<file path="src/rtl/rl_result_uart_packer.sv">
// -----------------------------------------------------------------------------
// rl_result_uart_packer
//
// Downstream stage of the RL core. Collects the core's serial result bits
// (ovalid/out) LSB-first into bytes, buffers them in a small FIFO and sends
// each byte to the host as a checksummed frame through the existing uart_tx
// byte interface. uart_tx has no busy flag, so this block paces the bytes
// itself: consecutive tx_en pulses are never closer than BYTE_GAP cycles.
//
// Frame (default build):      HEADER, data, {4'b0,len}, HEADER^data^len
// Frame (RESULT_SEQ_EN build): HEADER, seq, data, {4'b0,len},
//                              HEADER^seq^data^len
//
// Optional feature macro: RESULT_SEQ_EN
//   When defined, an 8-bit frame sequence number (reset 0, +1 per completed
//   frame, wraps 255->0) is sent after the header and folded into the
//   checksum. When undefined, frames are 4 bytes and no sequence register
//   exists.
//
// Parameters:
//   BYTE_GAP   cycles from one tx_en pulse to the next (>= 10*BAUD_CNT)
//   FIFO_DEPTH packed-byte FIFO entries; power of two, at least 2
//   HEADER     frame start byte
//
// Ports:
//   sys_clk    in   system clock
//   sys_rst    in   asynchronous active-low reset
//   ovalid     in   result bit valid, from RL core
//   out        in   result bit, from RL core
//   flush      in   one-cycle pulse; emit the partially filled byte
//   tx_en      out  one-cycle strobe to uart_tx uart_en
//   tx_data    out  byte to uart_tx uart_din; valid when tx_en=1, held after
//   overflow   out  sticky; a packed byte was dropped because the FIFO was full
//   frame_cnt  out  frames fully transmitted, wraps 65535->0
// -----------------------------------------------------------------------------
module rl_result_uart_packer #(
    parameter int unsigned BYTE_GAP   = 4400,
    parameter int unsigned FIFO_DEPTH = 16,
    parameter logic [7:0]  HEADER     = 8'hA5
) (
    input  logic        sys_clk,
    input  logic        sys_rst,
    input  logic        ovalid,
    input  logic        out,
    input  logic        flush,
    output logic        tx_en,
    output logic [7:0]  tx_data,
    output logic        overflow,
    output logic [15:0] frame_cnt
);

    localparam int unsigned AW = $clog2(FIFO_DEPTH);
    localparam int unsigned GW = (BYTE_GAP > 1) ? $clog2(BYTE_GAP) : 1;
    localparam logic [GW-1:0] GAP_LOAD = GW'(BYTE_GAP - 1);

    typedef enum logic [2:0] {
        S_IDLE,
        S_HDR,
`ifdef RESULT_SEQ_EN
        S_SEQ,
`endif
        S_DATA,
        S_LEN,
        S_CHK
    } state_t;

    // -------------------------------------------------------------------------
    // Bit packer
    // -------------------------------------------------------------------------
    logic [7:0]  sreg, sreg_n;
    logic [3:0]  nbits, nbits_n;
    logic        push;
    logic [11:0] push_entry;

    // A completed byte (nbits==8) is pushed one edge after its 8th bit lands.
    // Bits arriving in that same cycle start the next byte at position 0, so a
    // continuous bit stream is never stalled. A flush in that cycle is taken
    // by the completed byte; the new bit stays pending.
    always_comb begin
        // NOTE: every variable written here gets a default first, so no path
        // through the block can leave a value unassigned and infer a latch.
        sreg_n     = sreg;
        nbits_n    = nbits;
        push       = 1'b0;
        push_entry = 12'h000;

        if (nbits == 4'd8) begin
            push       = 1'b1;
            push_entry = {4'd8, sreg};
            sreg_n     = 8'h00;
            nbits_n    = 4'd0;
        end

        if (ovalid) begin
            sreg_n[nbits_n[2:0]] = out;
            nbits_n              = nbits_n + 4'd1;
        end

        // The bit of this cycle is included before the flush takes effect, so
        // a flush on the 8th bit yields one len=8 entry and nothing more.
        if (flush && !push && (nbits_n != 4'd0)) begin
            push       = 1'b1;
            push_entry = {nbits_n, sreg_n};
            sreg_n     = 8'h00;
            nbits_n    = 4'd0;
        end
    end

    always_ff @(posedge sys_clk or negedge sys_rst) begin
        if (!sys_rst) begin
            sreg  <= 8'h00;
            nbits <= 4'd0;
        end else begin
            // NOTE: state registers use non-blocking assignments so every
            // flop samples the pre-edge values regardless of statement order.
            sreg  <= sreg_n;
            nbits <= nbits_n;
        end
    end

    // -------------------------------------------------------------------------
    // Packed-byte FIFO, entries {len[3:0], data[7:0]}
    // -------------------------------------------------------------------------
    logic [11:0] mem [FIFO_DEPTH];
    logic [AW:0] wr_ptr, rd_ptr;
    logic        fifo_empty, fifo_full;
    logic        pop;
    logic        wr_ok;
    logic [11:0] head;

    assign fifo_empty = (wr_ptr == rd_ptr);
    assign fifo_full  = (wr_ptr[AW] != rd_ptr[AW]) &&
                        (wr_ptr[AW-1:0] == rd_ptr[AW-1:0]);
    // A pop in the same cycle frees a slot, so push+pop while full is lossless.
    assign wr_ok      = push && (!fifo_full || pop);
    assign head       = mem[rd_ptr[AW-1:0]];

    // NOTE: the storage array has no reset; only the pointers decide what is
    // valid, and leaving the array unreset lets it map onto plain RAM.
    always_ff @(posedge sys_clk) begin
        if (wr_ok) begin
            mem[wr_ptr[AW-1:0]] <= push_entry;
        end
    end

    always_ff @(posedge sys_clk or negedge sys_rst) begin
        if (!sys_rst) begin
            wr_ptr   <= '0;
            rd_ptr   <= '0;
            overflow <= 1'b0;
        end else begin
            if (wr_ok) begin
                wr_ptr <= wr_ptr + (AW+1)'(1);
            end
            if (pop) begin
                rd_ptr <= rd_ptr + (AW+1)'(1);
            end
            if (push && !wr_ok) begin
                overflow <= 1'b1;
            end
        end
    end

    // -------------------------------------------------------------------------
    // TX framing FSM
    // -------------------------------------------------------------------------
    state_t      state, state_n;
    logic [GW-1:0] gap_cnt;
    logic        gap_zero;
    logic [7:0]  cur_data;
    logic [3:0]  cur_len;
    logic        strobe;
    logic [7:0]  strobe_byte;
    logic        frame_done;
    logic [7:0]  chk_byte;

    assign gap_zero = (gap_cnt == '0);

`ifdef RESULT_SEQ_EN
    logic [7:0] seq;
    assign chk_byte = HEADER ^ seq ^ cur_data ^ {4'b0000, cur_len};
`else
    assign chk_byte = HEADER ^ cur_data ^ {4'b0000, cur_len};
`endif

    always_ff @(posedge sys_clk or negedge sys_rst) begin
        if (!sys_rst) begin
            state <= S_IDLE;
        end else begin
            state <= state_n;
        end
    end

    // Each state's byte is strobed on the edge that enters that state, so the
    // state register reads the sending state during its tx_en cycle. The FSM
    // then waits there until the gap counter drains before moving on.
    always_comb begin
        state_n     = state;
        pop         = 1'b0;
        strobe      = 1'b0;
        strobe_byte = 8'h00;
        frame_done  = 1'b0;

        unique case (state)
            S_IDLE: begin
                if (!fifo_empty && gap_zero) begin
                    pop         = 1'b1;
                    strobe      = 1'b1;
                    strobe_byte = HEADER;
                    state_n     = S_HDR;
                end
            end
            S_HDR: begin
                if (gap_zero) begin
                    strobe = 1'b1;
`ifdef RESULT_SEQ_EN
                    strobe_byte = seq;
                    state_n     = S_SEQ;
`else
                    strobe_byte = cur_data;
                    state_n     = S_DATA;
`endif
                end
            end
`ifdef RESULT_SEQ_EN
            S_SEQ: begin
                if (gap_zero) begin
                    strobe      = 1'b1;
                    strobe_byte = cur_data;
                    state_n     = S_DATA;
                end
            end
`endif
            S_DATA: begin
                if (gap_zero) begin
                    strobe      = 1'b1;
                    strobe_byte = {4'b0000, cur_len};
                    state_n     = S_LEN;
                end
            end
            S_LEN: begin
                if (gap_zero) begin
                    strobe      = 1'b1;
                    strobe_byte = chk_byte;
                    frame_done  = 1'b1;
                    state_n     = S_CHK;
                end
            end
            S_CHK: begin
                // Waiting out the gap here keeps the next HDR at least
                // BYTE_GAP cycles after the checksum byte.
                if (gap_zero) begin
                    state_n = S_IDLE;
                end
            end
            default: begin
                state_n = S_IDLE;
            end
        endcase
    end

    always_ff @(posedge sys_clk or negedge sys_rst) begin
        if (!sys_rst) begin
            tx_en     <= 1'b0;
            tx_data   <= 8'h00;
            gap_cnt   <= '0;
            cur_data  <= 8'h00;
            cur_len   <= 4'd0;
            frame_cnt <= 16'd0;
        end else begin
            tx_en <= strobe;
            if (strobe) begin
                tx_data <= strobe_byte;
                gap_cnt <= GAP_LOAD;
            end else if (!gap_zero) begin
                gap_cnt <= gap_cnt - GW'(1);
            end
            if (pop) begin
                {cur_len, cur_data} <= head;
            end
            if (frame_done) begin
                frame_cnt <= frame_cnt + 16'd1;
            end
        end
    end

`ifdef RESULT_SEQ_EN
    always_ff @(posedge sys_clk or negedge sys_rst) begin
        if (!sys_rst) begin
            seq <= 8'h00;
        end else if (frame_done) begin
            seq <= seq + 8'd1;
        end
    end
`endif

endmodule

</file>
<file path="config.mk">
export PLATFORM = sky130hd
export DESIGN_NAME = rl_result_uart_packer
export DESIGN_NICKNAME = d
export VERILOG_FILES = /design/src/rtl/rl_result_uart_packer.sv
export SDC_FILE = /design/constraint.sdc
export NUM_CORES = 1
export LEC_CHECK = 0
export ABC_AREA = 1
export BUFFER_PORTS_ARGS = -buffer_cell sky130_fd_sc_hd__buf_2
export CORE_MARGIN = 2
export CORE_UTILIZATION = 60
export CTS_BUF_LIST = sky130_fd_sc_hd__clkbuf_2 sky130_fd_sc_hd__clkbuf_4 sky130_fd_sc_hd__clkbuf_8
export DETAILED_ROUTE_END_ITERATION = 8
export GPL_TIMING_DRIVEN = 0
export PLACE_DENSITY = 0.76
export REMOVE_ABC_BUFFERS = 1
export SYNTH_ARGS = -nofsm -noshare
export SYNTH_HDL_FRONTEND = slang
export SYNTH_SLANG_ARGS = --single-unit
export TNS_END_PERCENT = 20
</file>
<file path="constraint.sdc">
create_clock -name sys_clk -period 6.05 [get_ports sys_clk]
set_input_delay 1.21 -clock sys_clk [delete_from_list [all_inputs] [get_ports sys_clk]]
set_output_delay 1.21 -clock sys_clk [all_outputs]
set_load 0.01 [all_outputs]
</file>
# Word level (Yosys, flattened, before mapping)
# Memory sizes are Yosys's and may differ from the RTL's. A register that Yosys moved wholly into a read port is not among the register bits.
# Cells that the tools add are included.
# word_totals
ff_bits	64
latchBits	0
ramBits	192
rom_bits	0
in_bits	5
out_inout_bits	26
word_cells	85
n_memories	1
# memory_table
name	depth	width	read_ports	rd_clocked_by_memory_dff	wr	line	text
mem	16	12	1	1	1	124	logic [11:0] mem [FIFO_DEPTH];
# op_classes
n_addsub	5
n_mul	0
div	0
n_lt_le_gt_ge	2
eq_ne	14
n_shift	0
muxes	33
bitwise	2
n_reduce_logical	18
# ops
cell	count
8-bit 2-to-1 mux	6
8-bit case mux with 4 select lines	1
13-bit 2-to-1 mux	2
12-bit 2-to-1 mux	2
16-bit by 1-bit adder with 16-bit output (second input constant)	1
4-bit 2-to-1 mux	4
3-bit 2-to-1 mux	5
3-bit case mux with 5 select lines	1
13-bit zero test	1
13-bit by 1-bit subtractor with 13-bit output (second input constant)	1
5-bit by 1-bit adder with 5-bit output (second input constant)	2
2-bit != test (second input constant)	5
1-bit 2-to-1 mux	9
8-bit bitwise mux	1
8-bit by 4-bit XOR with 8-bit output	1
1-bit logical AND	7
3-bit by 2-bit equality test with 1-bit output (second input constant)	2
5-bit equality test	1
1-bit zero test	5
5-bit AND reduction	1
4-bit by 1-bit adder with 4-bit output (second input constant)	1
4-bit equality test	1
4-bit equality test (second input constant)	1
3-bit by 4-bit less-than comparator with 1-bit output (second input constant)	1
other kinds (12)	12

# Logic depth before layout (Yosys ltp)
# depth
word_depth	10
mapped_depth	14
mapped_depth_nobuf	13

# Worst setup path after synthesis
# OpenSTA, ideal clock, no wires.
# synth_timing
path_type	input to register
start	input port ovalid
end	memory mem[13][0], enable pin
setup_ns	0.380
arrival_ns	2.511
t_required_ns	5.670
setup_slack_ns	3.159
path_stages	11
path_buffers	1
path_cell_list	nand2_2 nor2_4 nand4_1 nand2_1 inv_2 nand2_1 nand2_2 nand2_4 nand2_4 buf_6 nor2_1
# synth_via
elab_chain_len	7
# synth_lines
element	line	text
start, declared	43	input logic ovalid,
4-bit 2-to-1 mux	94	if (ovalid) begin
4-bit nonzero test	101	if (flush && !push && (nbits_n != 4'd0)) begin
1-bit logical AND	101	
1-bit 2-to-1 mux	101	
1-bit logical AND	135	assign wr_ok = push && (!fifo_full || pop);
1-bit 2-to-1 mux	141	if (wr_ok) begin
1-bit 2-to-1 mux (implied by the code)	142	mem[wr_ptr[AW-1:0]] <= push_entry;
end, declared	124	
# Every way passes these cells.

# Worst setup path after layout
# layout_timing
start	register gap_cnt[0]
end	memory mem[1][3], enable pin
# layout_via
elab_chain_len	8
# layout_lines
element	line	text
start, declared	168	logic [GW-1:0] gap_cnt;
start signal, assigned	276	gap_cnt <= gap_cnt - GW'(1);
13-bit zero test	177	assign gap_zero = (gap_cnt == '0);
1-bit logical AND	206	if (!fifo_empty && gap_zero) begin
1-bit 2-to-1 mux	206	
1-bit 2-to-1 mux	204	unique case (state)
1-bit logical OR	135	
1-bit logical AND	135	
1-bit 2-to-1 mux	141	
1-bit 2-to-1 mux (implied by the code)	142	
# Every way passes these cells.

==> results.tsv <==
stage	metric	value	unit
run_status	status	completed	
power	cellPowerDensity	377	mW/mm²
hold_path	hp-class	reg2reg	
synth	syn_avg_cell_area	10.5	µm²
route	route.detailed.drc	0	
die	coreArea	0.0194	mm²
synth	ys_seq_area_share	64.9	%
sta	period_needed	3.91	ns
sta	drv_slew	0	
sta	setup_tns	0	ns
cts	cts_setup_buffers	0	
route	drtIter0Drc	759	
cts	cts_buffers	43	
placed_design	dp_hpwl	15000	µm
global_routing	grt_pass1_wl	39200	µm
die	pin_count	31	
cells_and_area	regArea	0.00767	mm²
route	dr.pass1.iters	5	
synth	syn_inst	1128	
die	std_cell_rows	51	
critical_path	critPathLaunchType	flop	
cts	cts.clk_slew.worst_paths	0.06	ns
sta	setup_viol_count_final	0	
route	vias	8137	
placed_design	port_buffers	30	
critical_path	required	6.19	ns
global_routing	grt_max_degree	98	
synth	synth_seq_cells	268	
critical_path	worstPathArrival	4.04	ns
cts	post_cts_resized	0	
sta	final_hold_viol_count	0	
global_routing	grt-ovfl-total	0	
cts	cts_tree	yes	
sta	rsz0062_at_grt	no	
cells_and_area	area_growth	9.60	%
cells_and_area	multi_input_area	0.00360	mm²
sta	finClkSkew	0.0130	ns
die	start_util	60.9	%
cts	htree_levels	2	
cts	cts_root_buffer	clkbuf_8	
sta	slew_headroom	8.56	%
cells_and_area	final_area	0.0129	mm²
cts	cts_num_sinks	268	
cells_and_area	drive_gt1_share	11.1	%
sta	fmax	0.256	GHz
placed_design	routabilityCongestion	0.837	
critical_path	cp-startpoint	gap_cnt[0]	
critical_path	cp_max_fo	21	
global_routing	grt_usage	24.4	%
cells_and_area	final_core_util	66.7	%
sta	worst_pin_slew	1.37	ns
synth	ys_types	40	
route	vias_per_cell	5.61	
sta	finalCritPeriodShare	64.6	%
critical_path	crit_end	mem[1][3]	
route	post_drt_wl_per_cell	16.9	µm
sta	finalHoldWorstSlack	0.472	ns
critical_path	worstRegToRegCells	10	
critical_path	end_kind	flop	
global_routing	antenna_found_initial	0	
critical_path	rrSetupSlack	2.14	ns
cts	ctsHoldBuffers	0	
cts	cts.path.max_buffers	3	
route	wirelength	24500	µm
power	total_leakage_power	0.00512	µW
critical_path	r2r_end	mem[1][3]	
critical_path	crit_type	reg2reg	
power	peakVddDrop	0.249	mV
cts	clk_latency	0.54	ns
synth	synthArstFlopShare	28.4	%
synth	synth-main-ff-cell	edfxtp_1	
route	ant_nets	0	
flow_run	maxCapViolCount	0	
critical_path	reg2reg_from	gap_cnt[0]	
synth	synth_edf_count	192	
die	die_w	144	µm
die	die_h	144	µm
placed_design	dp_slack	2.11	ns
synth	ys_warn_count	0	
cells_and_area	antenna_cells	0	
placed_design	place_area	0.0121	mm²
sta	setup_ws	2.14	ns
synth	syn-cell-area	0.0118	mm²
cells_and_area	n_fill_cell	1514	
die	dieArea	0.0208	mm²
cells_and_area	nets	1171	
global_routing	grt_pass1_vias	7771	
==> logic make-up after synthesis <==
family	after synthesis	synth area share [%]
fa+ha+maj	9	0.953
xor+xnor	34	2.52
flops	268	64.9
compound gates	208	9.95
simple gates	478	17.1
buf+inv	131	4.62
==> cell usage after synthesis, types with 2 or more instances <==
| cell type | n | share of area (%) |
|---|---|---|
| a21oi_1 | 11 | 0.47 |
| a31oi_1 | 6 | 0.32 |
| buf_2 | 16 | 0.68 |
| buf_4 | 3 | 0.19 |
| buf_6 | 3 | 0.29 |
| clkbuf_1 | 27 | 0.86 |
| clkinv_1 | 2 | 0.064 |
| dfrtp_1 | 76 | 16 |
| edfxtp_1 | 192 | 49 |
| ha_1 | 9 | 0.95 |
| inv_1 | 70 | 2.2 |
| inv_2 | 10 | 0.32 |
| nand2_1 | 205 | 6.5 |
| nand2_2 | 4 | 0.21 |
| nand2_4 | 2 | 0.19 |
| nand3_1 | 41 | 1.7 |
| nand3_2 | 4 | 0.34 |
| nand3b_1 | 3 | 0.19 |
| nand4_1 | 10 | 0.53 |
| nor2_1 | 182 | 5.8 |
| nor2_2 | 6 | 0.32 |
| nor2_4 | 2 | 0.19 |
| nor3_1 | 15 | 0.64 |
| o211ai_1 | 25 | 1.6 |
| o21ai_0 | 120 | 5.1 |
| o21ai_1 | 6 | 0.25 |
| o221ai_1 | 2 | 0.15 |
| o22ai_1 | 32 | 1.7 |
| xnor2_1 | 11 | 0.82 |
| xor2_1 | 23 | 1.7 |
==> stage by stage <==
stage	power [µW]	instances
after floorplan	3070	1079
after global placement	3370	1374
after detailed placement	3420	1377
after CTS	4900	1450
after global routing	5170	1450
final	4880	1450
==> where the power goes <==
| group | switching (µW) | internal (µW) |
|---|---|---|
| clock network | 669 | 808 |
| registers | 143 | 2160 |
| logic | 744 | 351 |
| total | 1560 | 3320 |
==> worst min path at each step <==
stage / to / startpoint / cells after the start / slack, ns
2_1_floorplan: cur_data[6] / cur_data[6] / 2 / 0.45
3_3_place_gp: tx_data[6] / tx_data[6] / 2 / 0.46
3_5_place_dp: tx_data[0] / tx_data[0] / 2 / 0.46
4_1_cts: overflow / overflow / 2 / 0.48
5_1_grt: tx_data[0] / tx_data[0] / 2 / 0.51
6_report: tx_data[0] / tx_data[0] / 2 / 0.47
==> per-layer routing <==
layer	part of all wire [%]	up-vias	GRT usage, %
li1	-	3923	-
met1	43	3890	32.6
met2	49	274	40.1
met3	6.0	50	4.14
met4	2.7	0	10.3
met5	0	-	0
==> placed cells by master, fill, tap and decap left out, types with 4 or more instances in the layout <==
master,count
nand3_1,41
nor2_2,7
o21ai_1,7
nor3_1,15
inv_2,9
a21oi_1,11
nand3_2,4
ha_1,9
o211ai_1,25
clkbuf_8,44
dfrtp_1,74
inv_1,70
o22ai_1,32
buf_2,29
xor2_1,23
a31oi_1,6
nor2_1,181
o21ai_0,119
edfxtp_1,192
nand2_2,4
xnor2_1,11
clkbuf_4,15
nand2_1,205
nand4_1,10
clkinv_1,10
==> worst max-delay path, cell delays in order (launching register included) <==
cell and delay (ns):
dfrtp_1 0.40, inv_1 0.11, ha_1 0.25, nand2_1 0.09, nor2_2 0.17, nand3_1 0.46, clkinv_1 0.26, nand3_2 0.27
nand2_2 0.25, nand2_4 0.17, nor2_1 1.06
==> layout make-up <==
type / instances / share of cell area (%)
Clock buffer: 59 / 5.55
Timing Repair Buffer: 33 / 1.70
Sequential cell: 268 / 59.3
Tap cell: 265 / 2.56
Inverter: 82 / 2.40
Clock inverter: 14 / 0.705
Multi-Input combinational cell: 729 / 27.8
==> state kept, by name (all words and copies together), names as in the netlist <==
name	count
mem	192
tx_data	8
nbits	4
frame_cnt	16
overflow	1
cur_data	8
tx_en	1
rd_ptr	5
wr_ptr	5
cur_len	4
gap_cnt	13
state	3
sreg	8
Note: power is estimated with default switching activity, not from simulation.
